### src/rtl/tiny_nn_result_packer_if.sv
// Byte-in / word-out handshake bundle between the tiny-nn core side and the host side.
// The slave modport belongs to the result packer; the master modport is its environment.
interface tiny_nn_result_packer_if;
    logic [7:0]  byte_i;
    logic        byte_valid_i;
    logic        byte_last_i;
    logic [15:0] out_data_o;
    logic        out_valid_o;
    logic        out_ready_i;

    modport slave (
        input  byte_i,
        input  byte_valid_i,
        input  byte_last_i,
        input  out_ready_i,
        output out_data_o,
        output out_valid_o
    );

    modport master (
        output byte_i,
        output byte_valid_i,
        output byte_last_i,
        output out_ready_i,
        input  out_data_o,
        input  out_valid_o
    );
endinterface

### src/rtl/tiny_nn_result_packer.sv
// Re-pairs the core's low-then-high result bytes into 16-bit words and buffers them
// in a small FIFO; words arriving while the FIFO is full are dropped and flagged.
module tiny_nn_result_packer #(
    parameter int unsigned FifoDepth  = 4,
    parameter int unsigned CountWidth = 8
) (
    input  logic                           clk_i,
    input  logic                           rst_ni,
    tiny_nn_result_packer_if.slave         bus,
    input  logic                           clear_i,
    output logic [$clog2(FifoDepth+1)-1:0] level_o,
    output logic [CountWidth-1:0]          word_count_o,
    output logic                           overflow_o
);
    localparam int unsigned PtrW   = $clog2(FifoDepth);
    localparam int unsigned LevelW = $clog2(FifoDepth + 1);
    localparam logic [LevelW-1:0] LevelFull = LevelW'(FifoDepth);

    typedef enum logic {
        ExpectLo,
        ExpectHi
    } state_e;

    state_e                state_q, state_d;
    logic [7:0]            lo_q, lo_d;
    logic [15:0]           mem_q [FifoDepth];
    logic [PtrW-1:0]       wr_ptr_q, rd_ptr_q;
    logic [LevelW-1:0]     level_q, level_d;
    logic [CountWidth-1:0] count_q, count_d;
    logic                  overflow_q, overflow_d;

    logic        push_req;
    logic [15:0] push_word;
    logic        push_ok;
    logic        pop;
    logic        not_empty;

    assign not_empty = (level_q != '0);

    // Pairing FSM: clear wins over any coincident byte, which is simply discarded.
    always_comb begin
        state_d   = state_q;
        lo_d      = lo_q;
        push_req  = 1'b0;
        push_word = '0;
        if (clear_i) begin
            state_d = ExpectLo;
            lo_d    = '0;
        end else if (bus.byte_valid_i) begin
            unique case (state_q)
                ExpectLo: begin
                    if (bus.byte_last_i) begin
                        push_req  = 1'b1;
                        push_word = {8'h00, bus.byte_i};
                    end else begin
                        lo_d    = bus.byte_i;
                        state_d = ExpectHi;
                    end
                end
                ExpectHi: begin
                    push_req  = 1'b1;
                    push_word = {bus.byte_i, lo_q};
                    state_d   = ExpectLo;
                end
                default: state_d = ExpectLo;
            endcase
        end
    end

    // A full FIFO still takes a push when the head leaves in the same cycle.
    assign pop     = not_empty && bus.out_ready_i && !clear_i;
    assign push_ok = push_req && ((level_q != LevelFull) || pop);

    always_comb begin
        level_d    = level_q;
        count_d    = count_q;
        overflow_d = overflow_q;
        if (clear_i) begin
            level_d    = '0;
            count_d    = '0;
            overflow_d = 1'b0;
        end else begin
            if (push_ok && !pop) begin
                level_d = level_q + LevelW'(1);
            end else if (pop && !push_ok) begin
                level_d = level_q - LevelW'(1);
            end
            if (push_ok) begin
                count_d = count_q + CountWidth'(1);
            end
            if (push_req && !push_ok) begin
                overflow_d = 1'b1;
            end
        end
    end

    always_ff @(posedge clk_i or negedge rst_ni) begin
        if (!rst_ni) begin
            state_q    <= ExpectLo;
            lo_q       <= '0;
            wr_ptr_q   <= '0;
            rd_ptr_q   <= '0;
            level_q    <= '0;
            count_q    <= '0;
            overflow_q <= 1'b0;
        end else begin
            state_q    <= state_d;
            lo_q       <= lo_d;
            level_q    <= level_d;
            count_q    <= count_d;
            overflow_q <= overflow_d;
            if (clear_i) begin
                wr_ptr_q <= '0;
                rd_ptr_q <= '0;
            end else begin
                if (push_ok) begin
                    wr_ptr_q <= wr_ptr_q + PtrW'(1);
                end
                if (pop) begin
                    rd_ptr_q <= rd_ptr_q + PtrW'(1);
                end
            end
        end
    end

    always_ff @(posedge clk_i) begin
        if (push_ok) begin
            mem_q[wr_ptr_q] <= push_word;
        end
    end

    assign bus.out_valid_o = not_empty;
    assign bus.out_data_o  = not_empty ? mem_q[rd_ptr_q] : '0;
    assign level_o         = level_q;
    assign word_count_o    = count_q;
    assign overflow_o      = overflow_q;
endmodule

### src/flat_wrapper.sv
// flat-port wrapper written by rule: the top's interface ports become plain ports
module tiny_nn_result_packer_flat 
#(
    parameter int unsigned FifoDepth  = 4,
    parameter int unsigned CountWidth = 8
)
  (clk_i, rst_ni, clear_i, level_o, word_count_o, overflow_o, bus_byte_i, bus_byte_valid_i, bus_byte_last_i, bus_out_ready_i, bus_out_data_o, bus_out_valid_o);
  tiny_nn_result_packer_if bus_i ();
  input  logic clk_i;
  input  logic rst_ni;
  input  logic clear_i;
  output logic [$clog2(FifoDepth+1)-1:0] level_o;
  output logic [CountWidth-1:0] word_count_o;
  output logic overflow_o;
  input wire logic [$bits(bus_i.byte_i)-1:0] bus_byte_i;
  input wire logic [$bits(bus_i.byte_valid_i)-1:0] bus_byte_valid_i;
  input wire logic [$bits(bus_i.byte_last_i)-1:0] bus_byte_last_i;
  input wire logic [$bits(bus_i.out_ready_i)-1:0] bus_out_ready_i;
  output wire logic [$bits(bus_i.out_data_o)-1:0] bus_out_data_o;
  output wire logic [$bits(bus_i.out_valid_o)-1:0] bus_out_valid_o;
  assign bus_i.byte_i = bus_byte_i;
  assign bus_i.byte_valid_i = bus_byte_valid_i;
  assign bus_i.byte_last_i = bus_byte_last_i;
  assign bus_i.out_ready_i = bus_out_ready_i;
  assign bus_out_data_o = bus_i.out_data_o;
  assign bus_out_valid_o = bus_i.out_valid_o;
  tiny_nn_result_packer #(.FifoDepth(FifoDepth), .CountWidth(CountWidth)) u_core (.clk_i(clk_i), .rst_ni(rst_ni), .bus(bus_i), .clear_i(clear_i), .level_o(level_o), .word_count_o(word_count_o), .overflow_o(overflow_o));
endmodule
### config.mk
export PLATFORM = sky130hd
export DESIGN_NAME = tiny_nn_result_packer_flat
export DESIGN_NICKNAME = d
export VERILOG_FILES = /design/src/rtl/tiny_nn_result_packer_if.sv /design/src/rtl/tiny_nn_result_packer.sv /design/src/flat_wrapper.sv
export SDC_FILE = /design/constraint.sdc
export NUM_CORES = 1
export LEC_CHECK = 0
export CAP_MARGIN = 5
export CORE_UTILIZATION = 35
export DETAILED_ROUTE_END_ITERATION = 7
export GPL_TIMING_DRIVEN = 0
export SYNTH_ARGS = -nofsm -noshare
export SYNTH_HDL_FRONTEND = slang
export SYNTH_SLANG_ARGS = --single-unit
### constraint.sdc
create_clock -name clk_i -period 4.22 [get_ports clk_i]
set_input_delay 1.266 -clock clk_i [delete_from_list [all_inputs] [get_ports clk_i]]
set_output_delay 1.266 -clock clk_i [all_outputs]
set_load 0.01 [all_outputs]
==> summary.md <==
| Metric | Value |
|---|---|
| # diodes | 0 |
| Non-Filler Instances | 479 |
| CTS tree | done |
| Final period util | 0.924 |
| Synth Cell Area | 3970 um^2 |
| Worst-Margin Slew | roughly 930 ps |
| Status | completed |
| First-pass GRT wire length | 13000 um |
| Async S/R FF share, synth | 0.281 |
| Critical Path Source Type | input pin |
| DRT iter0 DRCs | ~140 |
| Number of synthesized flops with an enable pin | 64 |
| Syn_nets | approximately 300 |
| Mapped Avg Cell Area | roughly 14 um^2 |
| Total grt overflow | 0 |
| Core area | 10900 um^2 |
| Crit end category | register |
| Routed Antenna Nets | 0 |
| # rows | 38 |
| Num CTS Buffers | 9 |
| Initial antenna violation count | 0 |
| Largest net degree at the start of global routing | 26 |
| FMAX | 256 MHz |
| Hold buffers post-CTS | 0 |
| Post-CTS Setup Bufs | 0 |
| Clk slew on worst S/H paths | 60 ps |
| Dpl cell area | 4550 um^2 |
| Port-buffer cells | 40 |
| H-tree Lvls | 3 |
| Final max-slew violation count | 0 |
| Hold Crit Class | reg -> reg |
| Die height | 109 um |
| Syn. warnings | 0 |
| Endpoints failing setup | 0 |
| Share of layout cells above drive strength 1 | 0.153 |
| Most common cell in the netlist | edfxtp_1 |
| Nets | around 350 |
| Hpwl dp | 5310 um |
| Count of final hold-check violations | 0 |
| Post-Syn Instances | about 280 |
| Layout area overhead | 22.8% |
| Ports | 43 |
| Cts repair resizes | 0 |
| RSZ-0062 raised after global routing | false |
| Rel. slew slack | 0.377 |
| WP data arrival | 4150 ps |
| Starting Density | 0.363 |
| Top post-synthesis cells by count | 64 x edfxtp_1, 28 x nand2_1, 27 x nor2_1 |
| Dominant synthesized flop cell | edfxtp_1 |
| Die width | 109 um |
| Clock latency on the worst-skew pair | 330 ps |
| Router iterations before antenna repair | 5 |
| Via density | 5.05 |
| Fin Hold WS | 498 ps |
| Root Buffer Master | clkbuf_16 |
| Routed WL | ~8000 um |
| Yosys reg bits | 89 |
| Top cells by area, synth | edfxtp_1 48%, dfrtp_1 16%, mux4_2 9.1% |
| Maximum root-to-sink buffer count | 2 |
| Synth top area share | 0.484 |
| GPL Wtd Cong | 0.772 |
| Lkg Pwr | 1.78 nW |
| Placed Cells | roughly 460 |
| Sequential element share of the synthesized area | 0.641 |
| Kind of critical path | in -> reg |
| Die Area | 11800 um^2 |
| WL/cell | 16.6 um |
| Power Dens Cells | 500 nW/um^2 |
| Final core area utilization | 0.446 |
| Distinct cells, synth | between 40 and 50 |
| GRT Total Usage | 0.151 |
| Final instance area | 4880 um^2 |
| Setup TNS | 0 ps |
| DRC Markers | 0 |
| Vias in the first global route | between 2k and 2.5k |
| Peak VDD IR | 0.222 mV |
| Maxcap violations | 0 |
| Leading area contributor after synthesis | edfxtp_1 |
| Skew final | 9.01 ps |
| Clk sinks | 89 |
| Via count | 2417 |
| Crit path time final | just under 4000 ps |
| CP Max Fanout | 10 |
| Critical Path RT | 4470 ps |
logic make-up after synthesis:
group,after synthesis,synth area share
flip-flops,89,0.641
AO/OA/AOI/OAI,27,0.0400
multiplexers,26,0.118
buffers and inverters,22,0.0277
AND/OR/NAND/NOR,107,0.141
XOR/XNOR,5,0.0110
adder cells (fa/ha/maj),6,0.0208
cell usage in the layout (no fill, tap or decap), types with 2 or more instances in the layout:
cell type        synthesis  final
dfrtp_1                 25     25
edfxtp_1                64     64
and3_1                   9      9
o21ai_0                  2      2
clkdlybuf4s50_1          0     40
mux2_2                   2      2
inv_1                    6      6
clkbuf_1                 6      7
mux2i_1                  4      4
nand3_1                  6      6
clkinv_4                 0      3
nand2_1                 28     28
or3_1                    2      2
a21oi_1                 17     17
buf_2                    7      7
clkbuf_16                0      9
xnor2_1                  3      3
nor4_1                   2      2
buf_6                    2      2
mux2_1                   3      3
and2_1                  22     22
inv_6                    0      2
mux4_2                  16     16
xor2_1                   2      2
nor2_1                  27     27
ha_1                     5      5
a22o_1                   2      2
nand2b_1                 2      2
final timing paths:
check	cells past startpoint	end	slack, ps	from
max	9	u_core.level_o[2]$_DFFE_PN0P_	320	bus_out_ready_i
max in group asynchronous	2	u_core.lo_q[6]$_DFFE_PN0P_	2560	rst_ni
min reg2reg	1	u_core.word_count_o[7]$_DFFE_PN0P_	500	u_core.word_count_o[7]$_DFFE_PN0P_
min	1	u_core.word_count_o[7]$_DFFE_PN0P_	500	u_core.word_count_o[7]$_DFFE_PN0P_
max reg2reg	8	u_core.level_o[2]$_DFFE_PN0P_	1410	u_core.level_o[1]$_DFFE_PN0P_
min in group asynchronous	1	u_core.word_count_o[7]$_DFFE_PN0P_	1220	rst_ni
state kept, by name, indices dropped and copies added, names as in the netlist:
signal and flops:
u_core.level_o 3, u_core.overflow_o 1, u_core.wr_ptr_q 2, u_core.word_count_o 8, u_core.lo_q 8, u_core.state_q 1
u_core.rd_ptr_q 2, u_core.mem_q 64
worst max-delay path, cell delays in order:
cell and delay (ps):
clkdlybuf4s50_1 580, nor4b_2 510, nor3_4 130, buf_2 210, and2_1 160, fa_1 430, or4_4 540, a21o_1 170
a31oi_1 150
stage by stage:
stage | power [mW] | setup WS (ps)
after floorplan | 1.40 | 818
after global placement | 1.67 | -10.9
after detailed placement | 1.68 | -2.43
after CTS | 2.47 | 340
after global routing | 2.56 | 180
final | 2.44 | 319
power breakdown:
| group | switching (mW) | leakage [nW] | internal, mW | total (mW) |
|---|---|---|---|---|
| logic | 0.300 | 0.716 | 0.354 | 0.654 |
| clock network | 0.327 | 0.148 | 0.466 | 0.793 |
| registers | 0.0246 | 0.919 | 0.968 | 0.992 |
final cells by class:
class	instances	area [um^2]
clock buffer	10	229
clock inverter	6	73.8
buffer	16	87.6
fill	1017	6060
sequential	89	2550
timing repair buffer	41	428
multi-input combinational	171	1320
tap	140	175
inverter	6	22.5
metal layers:
| metal | up-vias | track usage | wire (um) |
|---|---|---|---|
| met3 | 6 | 0.0386 | 325 |
| met1 | 1217 | 0.198 | 3710 |
| met2 | 58 | 0.241 | 3840 |
| met4 | 0 | 0.0541 | 62 |
| li1 | 1136 | - | - |
| met5 | - | 0 | 0 |
Note: power is estimated with default switching activity, not from simulation.
